$ cat config.mk
export PLATFORM = sky130hd
export DESIGN_NAME = i2s_codec_if
export DESIGN_NICKNAME = d
export VERILOG_FILES = /design/src/rtl/i2s_pkg.sv /design/src/rtl/i2s_clkgen.sv /design/src/rtl/i2s_codec_if.sv
export SDC_FILE = /design/constraint.sdc
export NUM_CORES = 1
export LEC_CHECK = 0
export BUFFER_PORTS_ARGS = -buffer_cell sky130_fd_sc_hd__buf_2
export CAP_MARGIN = 20
export CORE_MARGIN = 3
export CORE_UTILIZATION = 50
export CTS_CLUSTER_SIZE = 40
export DETAILED_ROUTE_END_ITERATION = 8
export HOLD_SLACK_MARGIN = 0.12
export PLACE_DENSITY_LB_ADDON = 0.1
export SYNTH_ARGS = -nofsm -noshare
export SYNTH_HDL_FRONTEND = slang
export SYNTH_SLANG_ARGS = --single-unit
$ cat constraint.sdc
create_clock -name clk_i -period 2.5 [get_ports clk_i]
set_input_delay 0 -clock clk_i [delete_from_list [all_inputs] [get_ports clk_i]]
set_output_delay 0 -clock clk_i [all_outputs]
set_load 0.01 [all_outputs]
$ cat src/rtl/i2s_pkg.sv
// Shared register map, bit positions and register layouts for the I2S codec interface.
package i2s_pkg;

  localparam logic [1:0] ADR_CTRL   = 2'd0;
  localparam logic [1:0] ADR_STATUS = 2'd1;

  localparam int CTRL_RX_EN     = 0;
  localparam int CTRL_TX_EN     = 1;
  localparam int CTRL_CLR       = 15;
  localparam int STAT_UNDERRUN  = 0;
  localparam int STAT_FRAME_TGL = 1;

  typedef struct packed {
    logic tx_en;
    logic rx_en;
  } ctrl_t;

  typedef struct packed {
    logic frame_tgl;
    logic underrun;
  } status_t;

endpackage

$ cat src/rtl/i2s_clkgen.sv
// Bit-clock / word-select generator: divider and bit counters plus the edge and
// frame strobes that pace the TX and RX shifters.
module i2s_clkgen #(
  parameter int BCLK_DIV  = 4,
  parameter int SLOT_BITS = 32,
  parameter int BW        = $clog2(2 * SLOT_BITS)
) (
  input  logic          clk_i,
  input  logic          rst_i,
  input  logic          run_i,
  output logic [BW-1:0] bit_cnt_o,
  output logic          bclk_o,
  output logic          lrclk_o,
  output logic          fall_en_o,
  output logic          rise_en_o,
  output logic          frame_en_o
);

  localparam int DW   = (BCLK_DIV > 2) ? $clog2(BCLK_DIV) : 1;
  localparam int HALF = BCLK_DIV / 2;

  logic [DW-1:0] div_cnt_q, div_cnt_d;
  logic [BW-1:0] bit_cnt_q, bit_cnt_d;
  logic          bclk_q, bclk_d;
  logic          lrclk_q, lrclk_d;
  logic          div_wrap_s, bit_wrap_s;

  // Counter advance; everything collapses to zero whenever run drops.
  always_comb begin
    div_wrap_s = (div_cnt_q == DW'(BCLK_DIV - 1));
    bit_wrap_s = (bit_cnt_q == BW'(2 * SLOT_BITS - 1));
    div_cnt_d  = '0;
    bit_cnt_d  = '0;
    if (run_i) begin
      if (div_wrap_s) begin
        div_cnt_d = '0;
        bit_cnt_d = bit_wrap_s ? '0 : bit_cnt_q + BW'(1);
      end else begin
        div_cnt_d = div_cnt_q + DW'(1);
        bit_cnt_d = bit_cnt_q;
      end
    end else begin
      div_cnt_d = '0;
      bit_cnt_d = '0;
    end
    bclk_d  = (div_cnt_d >= DW'(HALF));
    lrclk_d = (bit_cnt_d >= BW'(SLOT_BITS));
  end

  // Counter and pin registers.
  always_ff @(posedge clk_i) begin
    if (rst_i) begin
      div_cnt_q <= '0;
      bit_cnt_q <= '0;
      bclk_q    <= 1'b0;
      lrclk_q   <= 1'b0;
    end else begin
      div_cnt_q <= div_cnt_d;
      bit_cnt_q <= bit_cnt_d;
      bclk_q    <= bclk_d;
      lrclk_q   <= lrclk_d;
    end
  end

  // fall_en marks the last cycle of a bit, so data registered on it appears with the next bit.
  assign fall_en_o  = run_i & div_wrap_s;
  assign rise_en_o  = run_i & (div_cnt_q == DW'(HALF));
  assign frame_en_o = run_i & div_wrap_s & bit_wrap_s;
  assign bit_cnt_o  = bit_cnt_q;
  assign bclk_o     = bclk_q;
  assign lrclk_o    = lrclk_q;

endmodule

$ cat src/rtl/i2s_codec_if.sv
// I2S master for the on-board codec: register slave, TX holding/shift path and
// RX capture path around the shared bit-clock generator.
module i2s_codec_if
  import i2s_pkg::*;
#(
  parameter int BCLK_DIV    = 4,
  parameter int SLOT_BITS   = 32,
  parameter int SAMPLE_BITS = 16
) (
  input  logic                   clk_i,
  input  logic                   rst_i,
  input  logic                   cs_i,
  input  logic                   cyc_i,
  input  logic                   stb_i,
  output logic                   ack_o,
  input  logic                   we_i,
  input  logic [1:0]             adr_i,
  input  logic [15:0]            dat_i,
  output logic [15:0]            dat_o,
  input  logic [SAMPLE_BITS-1:0] tx_left_i,
  input  logic [SAMPLE_BITS-1:0] tx_right_i,
  input  logic                   tx_valid_i,
  output logic                   tx_ready_o,
  output logic [SAMPLE_BITS-1:0] rx_left_o,
  output logic [SAMPLE_BITS-1:0] rx_right_o,
  output logic                   rx_valid_o,
  output logic                   bclk_o,
  output logic                   lrclk_o,
  output logic                   clk_oe_o,
  output logic                   sdata_o,
  input  logic                   sdata_i
);

  localparam int BW = $clog2(2 * SLOT_BITS);
  localparam int PW = 2 * SAMPLE_BITS;

  ctrl_t                  ctrl_q, ctrl_d;
  status_t                status_q, status_d;
  logic                   ack_q, ack_d;
  logic [15:0]            dat_q, dat_d;
  logic                   clk_oe_q, clk_oe_d;
  logic [PW-1:0]          hold_q, hold_d;
  logic [PW-1:0]          tx_sr_q, tx_sr_d;
  logic                   tx_ready_q, tx_ready_d;
  logic                   sdata_q, sdata_d;
  logic [PW-1:0]          rx_sr_q, rx_sr_d;
  logic [SAMPLE_BITS-1:0] rx_left_q, rx_left_d;
  logic [SAMPLE_BITS-1:0] rx_right_q, rx_right_d;
  logic                   rx_valid_q, rx_valid_d;

  logic          req_s, wr_s, clr_s, run_s, accept_s, underrun_set_s, next_in_win_s;
  logic [PW-1:0] pair_s;
  logic [BW-1:0] bit_cnt_s;
  logic          bclk_s, lrclk_s, fall_en_s, rise_en_s, frame_en_s;
  logic          unused_s;

  function automatic logic in_window(input int b);
    return ((b >= 1) && (b <= SAMPLE_BITS)) ||
           ((b >= SLOT_BITS + 1) && (b <= SLOT_BITS + SAMPLE_BITS));
  endfunction

  assign unused_s = ^dat_i[14:2];
  assign pair_s   = {tx_left_i, tx_right_i};
  assign accept_s = tx_valid_i & tx_ready_q;
  // Counters only advance while run holds both before and after this edge, so a
  // disable clears them in the same cycle that clk_oe_o drops.
  assign run_s    = (ctrl_q.rx_en | ctrl_q.tx_en) & (ctrl_d.rx_en | ctrl_d.tx_en);

  i2s_clkgen #(
    .BCLK_DIV  (BCLK_DIV),
    .SLOT_BITS (SLOT_BITS),
    .BW        (BW)
  ) u_clkgen (
    .clk_i      (clk_i),
    .rst_i      (rst_i),
    .run_i      (run_s),
    .bit_cnt_o  (bit_cnt_s),
    .bclk_o     (bclk_s),
    .lrclk_o    (lrclk_s),
    .fall_en_o  (fall_en_s),
    .rise_en_o  (rise_en_s),
    .frame_en_o (frame_en_s)
  );

  // Register slave: ack follows the request by one cycle, writes land on the ack cycle.
  always_comb begin
    req_s    = cs_i & cyc_i & stb_i;
    wr_s     = req_s & ack_q & we_i;
    ack_d    = req_s;
    ctrl_d   = ctrl_q;
    clr_s    = 1'b0;
    dat_d    = 16'h0000;
    clk_oe_d = 1'b0;
    if (wr_s && (adr_i == ADR_CTRL)) begin
      ctrl_d.rx_en = dat_i[CTRL_RX_EN];
      ctrl_d.tx_en = dat_i[CTRL_TX_EN];
      clr_s        = dat_i[CTRL_CLR];
    end else begin
      ctrl_d = ctrl_q;
    end
    if (req_s && !we_i) begin
      case (adr_i)
        ADR_CTRL: begin
          dat_d[CTRL_RX_EN] = ctrl_q.rx_en;
          dat_d[CTRL_TX_EN] = ctrl_q.tx_en;
        end
        ADR_STATUS: begin
          dat_d[STAT_UNDERRUN]  = status_q.underrun;
          dat_d[STAT_FRAME_TGL] = status_q.frame_tgl;
        end
        default: dat_d = 16'h0000;
      endcase
    end else begin
      dat_d = 16'h0000;
    end
    clk_oe_d = ctrl_d.rx_en | ctrl_d.tx_en;
  end

  // TX path: holding register, frame-boundary reload and MSB-first serialiser.
  always_comb begin
    hold_d         = accept_s ? pair_s : hold_q;
    next_in_win_s  = in_window(int'(bit_cnt_s) + 1);
    underrun_set_s = 1'b0;
    if (frame_en_s) begin
      tx_ready_d = 1'b1;
    end else if (accept_s) begin
      tx_ready_d = 1'b0;
    end else begin
      tx_ready_d = tx_ready_q;
    end
    if (!run_s) begin
      tx_sr_d = '0;
    end else if (frame_en_s) begin
      tx_sr_d        = accept_s ? pair_s : hold_q;
      underrun_set_s = ~accept_s & tx_ready_q & ctrl_q.tx_en;
    end else if (fall_en_s && next_in_win_s) begin
      tx_sr_d = tx_sr_q << 1;
    end else begin
      tx_sr_d = tx_sr_q;
    end
    if (!run_s || !ctrl_d.tx_en || frame_en_s) begin
      sdata_d = 1'b0;
    end else if (fall_en_s) begin
      sdata_d = next_in_win_s ? tx_sr_q[PW-1] : 1'b0;
    end else begin
      sdata_d = sdata_q;
    end
  end

  // RX path: shift on rising-edge samples, publish after the last right-channel bit.
  always_comb begin
    rx_sr_d    = rx_sr_q;
    rx_left_d  = rx_left_q;
    rx_right_d = rx_right_q;
    rx_valid_d = 1'b0;
    if (rise_en_s && in_window(int'(bit_cnt_s))) begin
      rx_sr_d = {rx_sr_q[PW-2:0], sdata_i};
      if ((bit_cnt_s == BW'(SLOT_BITS + SAMPLE_BITS)) && ctrl_q.rx_en) begin
        rx_left_d  = rx_sr_d[PW-1:SAMPLE_BITS];
        rx_right_d = rx_sr_d[SAMPLE_BITS-1:0];
        rx_valid_d = 1'b1;
      end else begin
        rx_valid_d = 1'b0;
      end
    end else begin
      rx_sr_d = rx_sr_q;
    end
  end

  // STATUS update; a set in the same cycle as a clear wins.
  always_comb begin
    status_d = clr_s ? '0 : status_q;
    if (frame_en_s) begin
      status_d.frame_tgl = ~status_d.frame_tgl;
    end else begin
      status_d.frame_tgl = status_d.frame_tgl;
    end
    if (underrun_set_s) begin
      status_d.underrun = 1'b1;
    end else begin
      status_d.underrun = status_d.underrun;
    end
  end

  // State registers.
  always_ff @(posedge clk_i) begin
    if (rst_i) begin
      ctrl_q     <= '0;
      status_q   <= '0;
      ack_q      <= 1'b0;
      dat_q      <= 16'h0000;
      clk_oe_q   <= 1'b0;
      hold_q     <= '0;
      tx_sr_q    <= '0;
      tx_ready_q <= 1'b1;
      sdata_q    <= 1'b0;
      rx_sr_q    <= '0;
      rx_left_q  <= '0;
      rx_right_q <= '0;
      rx_valid_q <= 1'b0;
    end else begin
      ctrl_q     <= ctrl_d;
      status_q   <= status_d;
      ack_q      <= ack_d;
      dat_q      <= dat_d;
      clk_oe_q   <= clk_oe_d;
      hold_q     <= hold_d;
      tx_sr_q    <= tx_sr_d;
      tx_ready_q <= tx_ready_d;
      sdata_q    <= sdata_d;
      rx_sr_q    <= rx_sr_d;
      rx_left_q  <= rx_left_d;
      rx_right_q <= rx_right_d;
      rx_valid_q <= rx_valid_d;
    end
  end

  assign ack_o      = ack_q;
  assign dat_o      = dat_q;
  assign clk_oe_o   = clk_oe_q;
  assign tx_ready_o = tx_ready_q;
  assign sdata_o    = sdata_q;
  assign rx_left_o  = rx_left_q;
  assign rx_right_o = rx_right_q;
  assign rx_valid_o = rx_valid_q;
  assign bclk_o     = bclk_s;
  assign lrclk_o    = lrclk_s;

endmodule

Word-level counts from Yosys, hierarchy flattened
Cells that the tools add are included.
{"block": "word_totals", "ff_bits": 162, "in_bits": 58, "output_inout_bits": 55}
{"block": "op_classes", "add_sub_neg": 3, "magnitude_cmp": 10, "n_eq_ne": 5, "mux": 18, "bitwise_logic": 18, "n_reduce_logical": 25}
{"cell": "$mux 32", "count": 3}
{"cell": "$mux 6", "count": 3}
{"cell": "$eq 6x6->1 const B", "count": 2}
{"cell": "$ge 6x6->1 const B", "count": 2}
{"cell": "$and 1x1->1", "count": 11}
{"cell": "$reduce_or 2->1", "count": 5}
{"cell": "$logic_and 1x1->1", "count": 9}
{"cell": "$mux 2", "count": 4}
{"cell": "$add 6x1->7 const B", "count": 1}
{"cell": "$ge 7x1->1 const B", "count": 1}
{"cell": "$ge 7x6->1 const B", "count": 1}
{"cell": "$le 7x5->1 const B", "count": 1}
{"cell": "$le 7x6->1 const B", "count": 1}
{"cell": "$mux 1", "count": 7}
{"cell": "$add 6x1->6 const B", "count": 1}
{"cell": "$ge 6x1->1 const B", "count": 1}
{"cell": "$le 6x5->1 const B", "count": 1}
{"cell": "$le 6x6->1 const B", "count": 1}
{"cell": "$not 1->1", "count": 5}
{"cell": "$eq 2x2->1 const B", "count": 2}
{"cell": "$logic_or 1x1->1", "count": 4}
{"cell": "$pmux 2 s2", "count": 1}
{"cell": "$reduce_bool 2->1", "count": 2}
{"cell": "$logic_not 1->1", "count": 3}
{"cell": "6 further kinds", "count": 7}

Logic depth before layout (Yosys ltp)
Gate-level depths: netlist (run 1).
{"block": "depth", "ltp_word": 13, "ltp_mapped": 10, "ltp_nobuf": 8}

Modules after synthesis
A second synthesis (run 1) with hierarchy kept.
{"block": "hier_totals", "hier_cells": 698, "area_unflattened_um2": 6110.9}
{"module": "i2s_codec_if", "n_inst": 1, "cells_per_inst": 656, "area_each_um2": 5715.5, "seq_area_each_um2": 2762.6}
{"module": "i2s_clkgen", "n_inst": 1, "cells_per_inst": 42, "area_each_um2": 395.4, "seq_area_each_um2": 160.2}

Worst setup path before layout (run 1)
No wires, ideal clock.
{"block": "synth_timing", "path_type": "register to register", "start": "register u_clkgen.bit_cnt_q[0], in the netlist u_clkgen.bit_cnt_o[0]", "end": "register tx_sr_q[14]", "arrival_ps": 2042, "required_time_ps": 2384, "setup_slack_ps": 341, "stages_incl_launch_ff": 11, "path_cell_list": "dfxtp_1 -> clkbuf_2 -> inv_1 -> ha_1 -> nand2b_1 -> nor4_1 -> a311oi_2 -> o32a_2 -> buf_6 -> nand4_1 -> o21ai_2"}
{"block": "synth_via", "elab_chain_cells": 6}
{"item": "start: declaration", "line_no": "i2s_clkgen.sv:23", "rtl": "logic [BW-1:0] bit_cnt_q, bit_cnt_d;"}
{"item": "start signal: assignment", "line_no": "i2s_clkgen.sv:59", "rtl": "bit_cnt_q <= bit_cnt_d;"}
{"item": "$add 6x1->7", "line_no": "i2s_codec_if.sv:122", "rtl": "next_in_win_s = in_window(int'(bit_cnt_s) + 1);"}
{"item": "$ge 7x1->1 (tied with other cells)", "line_no": "i2s_codec_if.sv:58", "rtl": "return ((b >= 1) && (b <= SAMPLE_BITS)) ||"}
{"item": "$logic_and 1x1->1, on equally long branches", "line_no": "i2s_codec_if.sv:58, i2s_codec_if.sv:59"}
{"item": "$logic_or 1x1->1", "line_no": "i2s_codec_if.sv:58"}
{"item": "$logic_and 1x1->1", "line_no": "i2s_codec_if.sv:136", "rtl": "end else if (fall_en_s && next_in_win_s) begin"}
{"item": "$reduce_bool 2->1 (no line)"}
{"item": "end signal: assignment", "line_no": "i2s_codec_if.sv:208", "rtl": "tx_sr_q <= tx_sr_d;"}
{"item": "end: declaration", "line_no": "i2s_codec_if.sv:43", "rtl": "logic [PW-1:0] tx_sr_q, tx_sr_d;"}
Parallel ways exist; a longest one is shown, timed or not.
A chain may end at the register's enable or synchronous reset.

Worst setup path after layout (run 1)
{"block": "layout_timing", "start": "input cyc_i", "end": "register dat_q[1], in the netlist dat_o[1]"}
{"block": "layout_via", "elab_chain_cells": 5}
{"item": "start: declaration", "line_no": "i2s_codec_if.sv:13", "rtl": "input logic cyc_i,"}
{"item": "$and 1x1->1 (2 in series)", "line_no": "i2s_codec_if.sv:87", "rtl": "req_s = cs_i & cyc_i & stb_i;"}
{"item": "$logic_and 1x1->1", "line_no": "i2s_codec_if.sv:101", "rtl": "if (req_s && !we_i) begin"}
{"item": "$not 1->1 (no line)"}
{"item": "$reduce_or 2->1 (no line)"}
{"item": "end signal: assignment", "line_no": "i2s_codec_if.sv:205", "rtl": "dat_q <= dat_d;"}
{"item": "end: declaration", "line_no": "i2s_codec_if.sv:40", "rtl": "logic [15:0] dat_q, dat_d;"}
No other way between the ends.

==> flow_metrics.tcl, run 1 <==
set metrics [dict create \
    drc 0 \
    ff2ff_setup_slack_ps 240 \
    die_h_um 116 \
    holdCritPathClass "input port to flip-flop" \
    synth_top_area_share_pct 47.9 \
    powerDensity_nw_per_um2 695 \
    ant_nets 0 \
    async_flop_share_pct 0 \
    nFillCells 940 \
    routedWlPerCell_um 13.7 \
    postSynthAreaPerCell_um2 8.60 \
    fmax_mhz 422 \
    gp_congestion 0.865 \
    fp.dieW_um 116 \
    cap_violations 0 \
    crit_required_ps 2850 \
    synth-edff-count 0 \
    intPower_w 0.00435 \
    crit_arrival_ps 2720 \
    end_kind "flip-flop" \
    design.core.area_um2 11700 \
    synth_cells 709 \
    tns_ps 0 \
    swShare_pct 19.7 \
    clock_latency_ps 410 \
    worst_slack_ps 129 \
    ys_types 51 \
    endpoint "dat_o[1]" \
    ys_top_cells_by_area "dfxtp_1 48%, nand2_1 11%, mux2i_1 5.9%" \
    status "complete, no violations" \
    crit_start "cyc_i" \
    grt_max_degree 64 \
    p_comb_share_pct 4.8 \
    first_pass_iters 5 \
    drtIter0Drc 395 \
    diodes 0 \
    skew_ps 7.38 \
    rows 39 \
    p_sw_w 0.00106 \
    worst_slew_pin_slew_ps 582 \
    path_max_fanout 5 \
    grt_pass1_vias 4952 \
    seqPwrFrac_pct 43.8 \
    period_minus_slack_ps 2370 \
    r2r_start "u_clkgen.bit_cnt_o[0]" \
    irDropWorstVdd_uv 612 \
    die_area_um2 13600 \
    p_leak_nw 3.02 \
    wirelength_um 13600 \
    synthesis.area_um2 6100 \
    grt_pass1_wl_um 22900 \
    htreeDepth 4 \
    via_per_inst 5.30 \
    path_class "input port to flip-flop" \
    rsz0062_at_grt "false" \
    synth-main-ff-cell "dfxtp_1" \
    hold_viol 0 \
    clockRootBuffer "clkbuf_16" \
    antenna_found_initial 0 \
    slew_headroom_pct 60.8 \
    cts.sinks 146 \
    drive_gt1_share_pct 17.7 \
    start_util_pct 52.3 \
    track_usage_pct 21.1 \
    pre_cts_slack_ps 128 \
    max-clock-path-buffers 2 \
    cts_buffers 17 \
    cts_tree "built" \
    r2r.worst_path.cells 9 \
    clockPowerShare_pct 51.4 \
    reg2reg_to "tx_sr_q[17]" \
    vias 5255 \
    grt_overflow 0 \
    post-route-period-util_pct 94.8 \
    layout.nets 900 \
    ys_ff_latch 146 \
    seq_area_frac_synth_pct 47.9 \
    ios 113 \
    setup_violations 0 \
    syn_to_final_growth_pct 27.8 \
    dpl.hpwl_um 8070 \
    port_buffers 85 \
    ys_warn_count 0 \
    worst_setup_path_start_kind "input port" \
    clk_pin_slew_worst_paths_ps 50 \
    yosysTopAreaCell "dfxtp_1" \
    drv_slew 0 \
]
-- cells in the final DEF (no fill, tap or decap), types with 2 or more instances in the layout --
| cell type | n |
|---|---|
| buf_12 | 3 |
| buf_2 | 84 |
| xor2_1 | 3 |
| mux2i_1 | 36 |
| clkinv_2 | 2 |
| inv_1 | 5 |
| conb_1 | 14 |
| dfxtp_2 | 2 |
| clkbuf_16 | 17 |
| a21oi_1 | 69 |
| and2_1 | 3 |
| o21ai_2 | 4 |
| or4_1 | 2 |
| buf_4 | 9 |
| nand2b_1 | 4 |
| nand3_2 | 2 |
| clkbuf_1 | 3 |
| clkbuf_8 | 3 |
| ha_1 | 7 |
| o211ai_1 | 31 |
| nor2_4 | 2 |
| dfxtp_1 | 144 |
| o21ai_0 | 2 |
| nor2_1 | 52 |
| nor3_1 | 4 |
| dlygate4sd3_1 | 69 |
| nand2_1 | 173 |
| a32oi_1 | 2 |
| o21ai_1 | 26 |
| bufinv_16 | 5 |
| nand4_1 | 31 |
| nand3_1 | 5 |
-- Yosys cell counts (all sizes together) (2+ instances only) --
cell	instances
nand2b	4
o32ai	2
o211ai	31
nand2	174
xor2	3
nand4	32
inv	5
buf	50
clkbuf	21
mux2i	36
and2	5
dfxtp	146
nor3	4
nor2	55
a32oi	2
nand3	7
or4	2
ha	7
and3	2
o21ai	32
a21oi	70
nor4	2
-- stage by stage --
stage	hold slack [ps]	cells	util [%]	cell area [µm²]	total power [W]
after floorplan	136	722	-	6140	0.00254
after global placement	259	889	54.9	6410	0.00259
after detailed placement	263	889	54.9	6410	0.00259
after CTS	124	990	66.5	7750	0.00544
after global routing	151	991	66.8	7790	0.00560
final	137	991	66.8	7790	0.00541
-- worst min path at each step --
stage,from,endpoint,slack (ps),cells after the start
6_report,tx_valid_i,tx_ready_o,140,3
5_1_grt,tx_valid_i,tx_ready_o,150,3
4_1_cts,tx_valid_i,tx_ready_o,120,3
3_5_place_dp,sdata_i,rx_right_o[0],260,3
3_3_place_gp,tx_left_i[2],hold_q[18],260,3
2_1_floorplan,sdata_i,rx_sr_q[0],140,2
-- worst max-delay path: stages --
cell and delay [ps]:
dlygate4sd3_1 520, buf_2 100, nand3_2 100, dlygate4sd3_1 600
nor2_2 110, nand2_1 60, dlygate4sd3_1 580, nor2_1 110
dlygate4sd3_1 540
-- what timing repair did --
item,CTS,global route
hold endpoints to repair,89,0
buffers inserted,0,1
hold buffers,69,0
gates resized for setup,0,7
setup endpoints to repair,0,46
-- per-layer routing --
| metal | GRT usage (%) | vias to the layer above | routed length, µm |
|---|---|---|---|
| li1 | - | 2664 | - |
| met1 | 26.3 | 2447 | 6030 |
| met2 | 35.4 | 131 | 6890 |
| met3 | 4.51 | 13 | 556 |
| met4 | 8.82 | 0 | 144 |
| met5 | 0 | - | 0 |
-- power by group through the flow --
stage	Clock [W]	Sequential (W)	Combinational (W)
after floorplan	0	0.00242	0.000127
after global placement	0	0.00242	0.000171
after detailed placement	0	0.00242	0.000175
after CTS	0.00282	0.00237	0.000254
after global routing	0.00294	0.00237	0.000286
final	0.00278	0.00237	0.000259
-- layout make-up --
class / instances / area (µm²) / share of cell area [%]
Sequential cell: 146 / 2930 / 37.6
Multi-Input combinational cell: 500 / 2770 / 35.6
Timing Repair Buffer: 165 / 1240 / 15.9
Clock buffer: 23 / 478 / 6.14
Tap cell: 143 / 179 / 2.30
Clock inverter: 9 / 176 / 2.27
Inverter: 5 / 18.8 / 0.241
-- flip-flops by register name, summed over array words and instances (netlist names) --
name                cells
status_q                2
ctrl_q                  2
sdata_o                 1
rx_right_o             16
ack_o                   1
clk_oe_o                1
rx_left_o              16
rx_sr_q                31
hold_q                 32
u_clkgen.lrclk_o        1
tx_sr_q                32
u_clkgen.bit_cnt_o      5
u_clkgen.div_cnt_q      1
dat_o                   2
rx_valid_o              1
u_clkgen.bclk_o         1
tx_ready_o              1
-- kinds of logic after synthesis --
family,synth area share (%)
multiplexers,5.91
XOR/XNOR,0.431
AO/OA/AOI/OAI,14.9
other,0.0615
buffers and inverters,8.11
AND/OR/NAND/NOR,21.2
flip-flops,47.9
adder cells (fa/ha/maj),1.44
Note: power is estimated with default switching activity, not from simulation.
==> run 2: changes to the inputs <==
--- a/config.mk
+++ b/config.mk
@@ -8,9 +8,10 @@
 export BUFFER_PORTS_ARGS = -buffer_cell sky130_fd_sc_hd__buf_2
 export CAP_MARGIN = 20
 export CORE_MARGIN = 3
-export CORE_UTILIZATION = 50
+export CORE_UTILIZATION = 33
 export CTS_CLUSTER_SIZE = 40
 export DETAILED_ROUTE_END_ITERATION = 8
+export GPL_ROUTABILITY_DRIVEN = 0
 export HOLD_SLACK_MARGIN = 0.12
 export PLACE_DENSITY_LB_ADDON = 0.1
 export SYNTH_ARGS = -nofsm -noshare
==> run 2 against run 1 <==
Compared with the run above: clock skew rose by 1.4 ps; first-iteration DRC count fell by 31%; routed wire length increased by 6.9%; register-to-register slack got worse by 50 ps; final area is 2.0% higher; clock power is 7.9% lower; flip-flop and latch count unchanged; global-route usage decreased by 6.1 points; critical endpoint is now status_q[0]; largest power group unchanged; highest routed layer unchanged.
==> flow_metrics.tcl, run 2 (same netlist as run 1, synthesis figures left out) <==
set metrics [dict create \
    max-clock-path-buffers 2 \
    seqPwrFrac_pct 45.6 \
    fp.dieW_um 142 \
    tns_ps 0 \
    r2r_start "u_clkgen.bit_cnt_o[0]" \
    cts_buffers 17 \
    clk_pin_slew_worst_paths_ps 60 \
    clockPowerShare_pct 49.2 \
    die_h_um 142 \
    rows 49 \
    end_kind "flip-flop" \
    crit_required_ps 2870 \
    grt_max_degree 65 \
    drc 0 \
    ff2ff_setup_slack_ps 190 \
    track_usage_pct 14.9 \
    clock_latency_ps 420 \
    power_w 0.00520 \
    swShare_pct 21.9 \
    seq_area_um2 2920 \
    cap_violations 0 \
    dp_cells 979 \
    reg_top3 "hold_q x32, tx_sr_q x32, rx_sr_q x31" \
    dpl.hpwl_um 9070 \
    drv_slew 0 \
    skew_ps 8.77 \
    diodes 0 \
    routedWlPerCell_um 13.3 \
    p_leak_nw 3.08 \
    grt_pass1_wl_um 24600 \
    p_comb_share_pct 5.3 \
    die_area_um2 20100 \
    vias 5290 \
    cts_setup_buffers 0 \
    grt_pass1_vias 5162 \
    powerDensity_nw_per_um2 654 \
    port_buffers 85 \
    crit_start "u_clkgen.bit_cnt_o[0]" \
    design.core.area_um2 18000 \
    first_pass_iters 4 \
    post-route-period-util_pct 92.5 \
    cpLargestDelayFamily "buffers and inverters" \
    cp_slowest_cell "dlygate4sd3_1" \
    htreeDepth 4 \
    path_buf_inv 3 \
    drtIter0Drc 274 \
    worst_slew_pin_slew_ps 646 \
    path_max_fanout 34 \
    via_per_inst 4.85 \
    wirelength_um 14600 \
    grt_overflow 0 \
    crit_arrival_ps 2680 \
    slowest_delay_ps 540 \
    fmax_mhz 432 \
    start_util_pct 33.8 \
    intPower_w 0.00406 \
    cts.sinks 146 \
    ios 113 \
    slew_headroom_pct 57.0 \
    syn_to_final_growth_pct 30.4 \
    worst_setup_path_start_kind "flip-flop" \
    multi_input_area_um2 2750 \
    nFillCells 1851 \
    path_cells "buf_4 -> ha_1 -> and3_2 -> nand3_2 -> nor2_4 -> buf_8 -> a32oi_1 -> nor2_1 -> dlygate4sd3_1" \
    pre_cts_slack_ps 173 \
    path_class "flip-flop to flip-flop" \
    rsz0062_at_grt "false" \
    holdCritPathClass "input port to flip-flop" \
    r2r.worst_path.cells 9 \
    reg2reg_to "status_q[0]" \
    endpoint "status_q[0]" \
    final_cell_mix "173 x nand2_1, 146 x dfxtp_1, 84 x buf_2, 79 x dlygate4sd3_1, 69 x a21oi_1" \
    path_depth 9 \
    ant_nets 0 \
    hold_viol 0 \
    irDropWorstVdd_uv 536 \
    worst_slack_ps 187 \
    cts_tree "built" \
    clockRootBuffer "clkbuf_16" \
    period_minus_slack_ps 2310 \
    p_sw_w 0.00114 \
    drive_gt1_share_pct 17.6 \
    antenna_found_initial 0 \
    setup_violations 0 \
    status "complete, no violations" \
    final_common_cell "nand2_1" \
    layout.nets 914 \
    instances_no_fill 1091 \
]
==> run 2: worst min-delay path by stage <==
stage | cells past startpoint | end | from | slack [ps]
finish | 5 | sdata_o | we_i | 180
CTS | 5 | sdata_o | we_i | 180
global route | 5 | sdata_o | we_i | 240
global placement | 3 | hold_q[20] | tx_left_i[4] | 260
floorplan | 2 | rx_sr_q[0] | sdata_i | 140
detailed placement | 3 | hold_q[18] | tx_left_i[2] | 270
==> run 2: power groups by stage <==
stage | Combinational, W | Clock (W) | Sequential [W]
4_1_cts | 0.000272 | 0.00262 | 0.00237
3_5_place_dp | 0.000178 | 0 | 0.00242
2_1_floorplan | 0.000127 | 0 | 0.00242
6_report | 0.000273 | 0.00256 | 0.00237
5_1_grt | 0.000302 | 0.00273 | 0.00237
3_3_place_gp | 0.000175 | 0 | 0.00242
==> run 2: layout make-up <==
class | count | share of cell area [%]
flip-flops and latches | 146 | 36.8
multi-input cells | 500 | 34.6
repair buffers | 179 | 17.3
clock buffers | 20 | 5.87
well taps | 229 | 3.61
clock inverters | 12 | 1.64
inverters | 5 | 0.236
==> run 2: worst reg2reg max path, cell delays in order (launching register included) <==
cell and delay, ps:
dfxtp_1 340, buf_4 170, ha_1 240, and3_2 270, nand3_2 120, nor2_4 150
buf_8 230, a32oi_1 130, nor2_1 90, dlygate4sd3_1 540
==> run 2: stage by stage <==
stage | utilization (%) | hold WS, ps | area, µm²
2_1_floorplan | - | 136 | 6140
3_3_place_gp | 36.2 | 264 | 6530
3_5_place_dp | 36.2 | 269 | 6530
4_1_cts | 43.9 | 177 | 7920
5_1_grt | 44.1 | 242 | 7950
6_report | 44.1 | 180 | 7950
==> run 2: what timing repair did <==
| item | CTS | global route |
|---|---|---|
| endpoints found under the hold margin | 76 | 0 |
| hold buffers | 79 | 0 |
| gates resized for setup | 0 | 4 |
| endpoints found under the setup margin | 0 | 29 |
==> run 2: per-layer routing <==
| metal | global-route usage (%) | part of all wire (%) | up-vias |
|---|---|---|---|
| met5 | 0 | 0 | - |
| met4 | 5.56 | 2.2 | 0 |
| met3 | 3.84 | 4.9 | 23 |
| met2 | 25.1 | 48 | 131 |
| met1 | 18.5 | 45 | 2456 |
| li1 | - | - | 2680 |
